File: src/rtl/xm23_pkg.sv
// Shared types and constants for the XM23 fetch stage.
package xm23_pkg;

    typedef enum logic [1:0] {
        FETCH = 2'd0,
        SLEEP = 2'd1
    } fetch_state_t;

    typedef struct packed {
        logic [15:0] instr;
        logic [15:0] pc;
    } fetch_entry_t;

    localparam int unsigned IQ_DEPTH = 2;
    localparam logic [15:0] PC_STEP  = 16'd2;
    localparam logic [15:0] NOP_WORD = 16'h0000;

    // Instructions are halfword aligned; targets arriving with bit 0 set are truncated.
    function automatic logic [15:0] align_pc(input logic [15:0] addr);
        return {addr[15:1], 1'b0};
    endfunction

endpackage

File: src/rtl/fetch_queue.sv
// Two-entry prefetch FIFO holding {instruction, pc} pairs.
// Slot 0 is always the head; flush beats push and pop.
module fetch_queue
    import xm23_pkg::*;
(
    input  logic         clk,
    input  logic         rst,
    input  logic         push,
    input  logic         pop,
    input  logic         flush,
    input  fetch_entry_t din,
    output fetch_entry_t head,
    output logic [1:0]   count
);

    fetch_entry_t slot [IQ_DEPTH];
    logic         do_pop;
    logic         do_push;
    logic [1:0]   wr_idx;

    assign do_pop  = pop && (count != 2'd0);
    assign do_push = push && ((32'(count) < IQ_DEPTH) || do_pop);
    assign wr_idx  = count - {1'b0, do_pop};

    // Shift on pop; a same-cycle push lands in the slot freed by the shift.
    always_ff @(posedge clk) begin
        if (rst || flush) begin
            count <= '0;
            for (int unsigned i = 0; i < IQ_DEPTH; i++) begin
                slot[i] <= '0;
            end
        end else begin
            if (do_pop) begin
                slot[0] <= slot[1];
            end
            if (do_push) begin
                slot[wr_idx[0]] <= din;
            end
            count <= count + {1'b0, do_push} - {1'b0, do_pop};
        end
    end

    assign head = (count != 2'd0) ? slot[0] : '{instr: NOP_WORD, pc: NOP_WORD};

endmodule

File: src/rtl/xm23_fetch_stage.sv
// XM23 instruction fetch stage: owns the fetch PC, issues halfword reads,
// buffers fetched words in a 2-entry queue, handles redirects and SLP sleep/wake.
module xm23_fetch_stage #(
    parameter logic [15:0]  RESET_PC = 16'h0000,
    parameter int unsigned  STALL_W  = 8,
    parameter int unsigned  IQ_DEPTH = 2
) (
    input  logic               clk,
    input  logic               rst,
    input  logic [STALL_W-1:0] stall_in,
    input  logic               redirect_valid,
    input  logic [15:0]        redirect_pc,
    input  logic               sleep_req,
    input  logic [15:0]        sleep_pc,
    input  logic               wake,
    output logic               imem_req,
    output logic [15:0]        imem_addr,
    input  logic               imem_ack,
    input  logic [15:0]        imem_rdata,
    output logic [15:0]        fetch_o,
    output logic [15:0]        fetch_pc_o,
    output logic               fetch_valid_o,
    output logic [1:0]         state_o
);
    import xm23_pkg::*;

    fetch_state_t state;
    fetch_state_t state_n;
    logic [15:0]  pc;
    logic [15:0]  pc_n;
    logic [1:0]   count;
    fetch_entry_t head;
    fetch_entry_t din;
    logic         accept;
    logic         consume;
    logic         flush;

    // Request never depends on stall_in, so a stalled pipeline keeps prefetching.
    assign imem_req = (state == FETCH) && !rst && !redirect_valid && !sleep_req
                      && (32'(count) < IQ_DEPTH);
    assign imem_addr     = pc;
    assign accept        = imem_req && imem_ack;
    assign fetch_valid_o = (count != 2'd0);
    assign consume       = fetch_valid_o && !(|stall_in);
    assign flush         = redirect_valid || sleep_req;
    assign din           = '{instr: imem_rdata, pc: pc};
    assign fetch_o       = head.instr;
    assign fetch_pc_o    = head.pc;
    assign state_o       = state;

    fetch_queue u_queue (
        .clk   (clk),
        .rst   (rst),
        .push  (accept),
        .pop   (consume),
        .flush (flush),
        .din   (din),
        .head  (head),
        .count (count)
    );

    // Next state and PC: redirect > sleep_req > wake > sequential advance.
    always_comb begin
        state_n = state;
        pc_n    = pc;
        if (redirect_valid) begin
            state_n = FETCH;
            pc_n    = align_pc(redirect_pc);
        end else if (sleep_req) begin
            state_n = SLEEP;
            pc_n    = align_pc(sleep_pc);
        end else if (state == SLEEP) begin
            if (wake) begin
                state_n = FETCH;
            end
        end else if (accept) begin
            pc_n = pc + PC_STEP;
        end
    end

    // State and PC registers.
    always_ff @(posedge clk) begin
        if (rst) begin
            state <= FETCH;
            pc    <= RESET_PC;
        end else begin
            state <= state_n;
            pc    <= pc_n;
        end
    end

endmodule

File: config.mk
export PLATFORM = sky130hd
export DESIGN_NAME = xm23_fetch_stage
export DESIGN_NICKNAME = d
export VERILOG_FILES = /design/src/rtl/xm23_pkg.sv /design/src/rtl/fetch_queue.sv /design/src/rtl/xm23_fetch_stage.sv
export SDC_FILE = /design/constraint.sdc
export NUM_CORES = 1
export LEC_CHECK = 0
export ABC_CLOCK_PERIOD_IN_PS = 8100
export BUFFER_PORTS_ARGS = -buffer_cell sky130_fd_sc_hd__buf_2
export CORE_ASPECT_RATIO = 1.5
export CORE_MARGIN = 2
export CORE_UTILIZATION = 56
export DETAILED_ROUTE_END_ITERATION = 10
export GPL_TIMING_DRIVEN = 0
export PLACE_DENSITY = 0.88
export SYNTH_ARGS = -nofsm -noshare
export SYNTH_HDL_FRONTEND = slang
export SYNTH_SLANG_ARGS = --single-unit
File: constraint.sdc
create_clock -name clk -period 8.1 [get_ports clk]
set_clock_uncertainty 0.2 [all_clocks]
set_input_delay 1.215 -clock clk [delete_from_list [all_inputs] [get_ports clk]]
set_output_delay 1.215 -clock clk [all_outputs]
set_load 0.005 [all_outputs]
After elaboration in Yosys (flattened, before gate mapping):

Memories as Yosys holds them, arrays and structs flattened.
Index checks and enable logic that the tools add are counted.

* bits in writable memories: 64
* memories kept: 1
* output and inout bits: 52
* input port bits: 62
* flip-flop bits (word level): 19

* equal/unequal tests: 1
* bitwise gates (word level): 2
* reductions and logical operators: 27
* $add $sub $neg: 4
* mux-type cells: 20
* $lt $le $gt $ge: 1

Memory list
* u_queue.slot: depth 2, bits a word 32, read ports 2, clocked after Yosys merged registers in 0, wr ports 2, RTL line fetch_queue.sv:16 `fetch_entry_t slot [IQ_DEPTH];`

Operator list (number)
* two-way mux 32 bit: 3
* two-way mux 16 bit: 4
* OR reduction 32 bit: 1
* adder 16 x 2 -> 16 bit (second input constant): 1
* two-way mux 1 bit: 13
* logical AND 1 bit: 8
* OR reduction 8 bit: 1
* AND reduction 2 bit: 3
* nonzero test 2 bit: 3
* zero test 1 bit: 4
* logical OR 1 bit: 3
* != test 3 bit (second input constant): 1
* nonzero test 3 bit: 1
* OR reduction 3 bit: 1
* adder 2 x 1 -> 2 bit: 1
* zero test 2 bit: 1
* less-than comparator 2 bit (second input constant): 1
* OR reduction 2 bit: 1
* subtractor 2 x 1 -> 2 bit: 1
* NOT 1 bit: 1
* bitwise OR 1 bit: 1
* subtractor 1 bit: 1

Depth between registers and ports, before layout:

* word-level depth: 12
* mapped depth: 10

By module:

A second synthesis with hierarchy kept.

* cells, all modules: 392
* area total of the unflattened synthesis: 4539.4 µm²

Modules (own cells, without submodules)
* fetch_queue: cells an instance 228, area an instance 3305.7 µm², instances 1, seq. area each 1961.9 µm²
* xm23_fetch_stage: cells an instance 164, area an instance 1233.7 µm², instances 1, seq. area each 320.3 µm²

Worst setup path before layout:

No wires, ideal clock.

* path kind: input -> register
* start: in stall_in[4]
* end: mem u_queue.slot[1][10] in the netlist's numbering, enable pin
* stages: 5
* arrival: 3.428 ns
* slack: 4.046 ns
* data required time: 7.474 ns
* library setup time: 0.426 ns
* cells stage by stage: nor4_1 > nand3_1 > inv_1 > ha_1 > o21bai_1

RTL lines
* start: declaration: RTL line xm23_fetch_stage.sv:10 `input logic [STALL_W-1:0] stall_in,`
* end: declaration: RTL line fetch_queue.sv:16

==> flow_summary.json <==
{
  "final_cell_mix": "buf_2, edfxtp_1, a22o_1, and2_1, and3_1",
  "hp-class": "flip-flop to flip-flop",
  "yosysWarnings": 0,
  "vias": 3074,
  "cts_resized": 0,
  "final_common_cell": "buf_2",
  "drv_slew": 0,
  "status": "finished clean",
  "rsz0062_at_grt": "no",
  "clk_latency_ns": 0.35,
  "h-tree-depth": 3,
  "period_minus_slack_ns": 3.893,
  "grt_max_degree": 32,
  "dp_hpwl_um": 6516,
  "end_kind": "flip-flop",
  "drc_errors": 0,
  "routed_wirelength_um": 8773,
  "crit_chain": "buf_2 -> nor4_1 -> nand3_1 -> inv_1 -> ha_1 -> inv_1 -> nor3_2 -> or3_1",
  "power.total_mw": 0.8364,
  "ir_worst_vdd_mv": 0.1277,
  "cts_hold_buf": 0,
  "num_io_pins": 114,
  "ys_ff_latch": 80,
  "cts_made_buffers": 9,
  "yosys_most_used_dff": "edfxtp_1",
  "wl_per_cell_um": 16.37,
  "syn-cell-area_mm2": 0.003877,
  "clkSinkCount": 80,
  "avgViaCountPerCell": 5.735,
  "fillCellCount": 487,
  "setup_viol": 0,
  "synth_edf_count": 62,
  "grt_pass1_wl_um": 14000,
  "setup_tns_ns": 0,
  "synthDistinctLibCells": 37,
  "cts_root_buf": "clkbuf_8",
  "antenna_found_initial": 0,
  "num_rows": 37,
  "p_per_area_mw_per_mm2": 176.9,
  "maxCapViolCount": 0,
  "async_flop_share_pct": 0,
  "dp.cells": 520,
  "cellLeakagePower_nw": 2.220,
  "path_buf_inv": 3,
  "fin_cells": 536,
  "avgSynthCellArea_um2": 11.68,
  "finalHoldViolations": 0,
  "slowest_stage": "or3_1",
  "cts_max_path_buffers": 2,
  "grtUsageTotal_pct": 23.85,
  "initial_utilization_pct": 56.98,
  "final_net_count": 518,
  "num_antenna_cells": 0,
  "cp_common_cell": "inv_1",
  "port_buffers": 107,
  "die_w_um": 71.94,
  "tightestPinTransition_ns": 1.278,
  "clock.fmax_mhz": 256.8,
  "die-area_mm2": 0.007619,
  "fp.coreArea_mm2": 0.006805,
  "final_layout_size_suffix_gt1_share_pct": 30.35,
  "grt_pass1_vias": 2926,
  "gr-total-overflow": 0,
  "cp_max_fo": 31,
  "path_delay_family": "simple AND/OR/NAND/NOR gates",
  "crit_required_ns": 7.86,
  "syn_to_final_growth_pct": 21.94,
  "synth_cells": 332,
  "cp_slowest_stage_delay_ns": 1.03,
  "drt_iter0_markers": 271,
  "finalCritPeriodShare_pct": 48.07,
  "crit_type": "primary input to flip-flop",
  "maxSlewHeadroom_pct": 14.80,
  "path_clk_slew_ns": 0.07,
  "cts_tree": "done",
  "yosysSeqAreaShare_pct": 57.31,
  "final_antenna_net_count": 0,
  "die_h_um": 105.9,
  "drtPass1Iterations": 5,
  "start_kind": "primary input",
  "cts_setup_buffers": 0,
  "place_congestion": 0.8616,
  "crit_arrival_ns": 3.66
}
## path summary, 6_finish.rpt
kind / start / to / slack, ns / depth (start not counted)
hold / removal: u_queue.slot[1][10] / u_queue.slot[0][10] / 0.33 / 1
setup / recovery: stall_in[4] / u_queue.slot[0][5] / 4.21 / 8
setup reg to reg: u_queue.count[1] / u_queue.slot[0][5] / 4.65 / 7
hold reg to reg: u_queue.slot[1][10] / u_queue.slot[0][10] / 0.33 / 1
## cell families (layout without fill, tap and decap cells)
logic type | Yosys count | in the layout | share of synthesized area, %
AOI/OAI and AO/OA | 68 | 68 | 14.04
buffers and inverters | 39 | 163 | 4.776
and+or+nand+nor | 120 | 120 | 17.84
DFF | 80 | 80 | 57.31
muxes | 7 | 7 | 1.807
xor gates and xnor gates | 14 | 14 | 3.162
other | 1 | 3 | 0.09671
adders and majority gates | 3 | 3 | 0.9682
## metal layers
metal	GRT usage (%)	routed length (um)	vias up
li1	-	-	1483
met1	29.30	3490	1436
met2	40.01	4557	139
met3	4.645	518	16
met4	11.05	206	0
met5	0	0	-
## through the flow
| stage | hold WS [ns] | utilization (%) | instance area (um2) | worst slack, ns |
|---|---|---|---|---|
| after floorplan | 0.3122 | - | 3885 | 4.046 |
| after detailed placement | 0.3191 | 66.67 | 4537 | 3.851 |
| after CTS | 0.3328 | 69.48 | 4728 | 4.214 |
| after global placement | 0.3150 | 66.39 | 4518 | 3.380 |
| final | 0.3348 | 69.48 | 4728 | 4.207 |
| after global routing | 0.3548 | 69.48 | 4728 | 4.007 |
## flip-flops by register name, summed over array words and instances (netlist names)
register / cells
u_queue.slot: 62
imem_addr: 15
u_queue.count: 2
state_o: 1
## worst reg2reg max path: cells and delay by family (launching register included)
family | cells | cell delay [ns]
adders and majority gates | 1 | 0.38
buffers and inverters | 2 | 0.19
DFF | 1 | 0.36
and+or+nand+nor | 4 | 1.92
## cells in the mapped netlist (all sizes together) (3+ instances only)
library cell | count | share of area, %
edfxtp | 62 | 48
a22o | 31 | 7.0
and2 | 31 | 5.0
and3 | 28 | 4.5
clkbuf | 21 | 2.0
dfxtp | 18 | 9.3
nor2 | 17 | 1.6
a22oi | 13 | 2.5
buf | 10 | 2.0
nor3 | 10 | 1.4
xor2 | 9 | 2.0
inv | 8 | 0.77
o22ai | 8 | 1.3
a21oi | 7 | 0.90
mux2i | 7 | 1.8
nor4 | 7 | 1.1
nand3 | 6 | 0.77
nor2b | 5 | 0.81
or3 | 5 | 0.94
xnor2 | 5 | 1.1
nand2 | 4 | 0.39
o32ai | 4 | 1.5
ha | 3 | 0.97
or2 | 3 | 0.48
## cell type report
type,count,area (um2),area share (%)
Sequential cell,80,2222,47.00
Multi-Input combinational cell,215,1481,31.33
Timing Repair Buffer,108,550.5,11.64
Buffer,31,155.1,3.281
Clock buffer,14,152.6,3.228
Tap cell,78,97.59,2.064
Clock inverter,2,38.79,0.8203
Inverter,8,30.03,0.6351
## where the power goes
part / switching (mW) / internal, mW / leakage, nW / total, mW
Clock: 0.136 / 0.152 / 0.0949 / 0.288
Combinational: 0.0395 / 0.0356 / 1.25 / 0.0751
Sequential: 0.0143 / 0.459 / 0.873 / 0.473
Note: power is estimated with default switching activity, not from simulation.
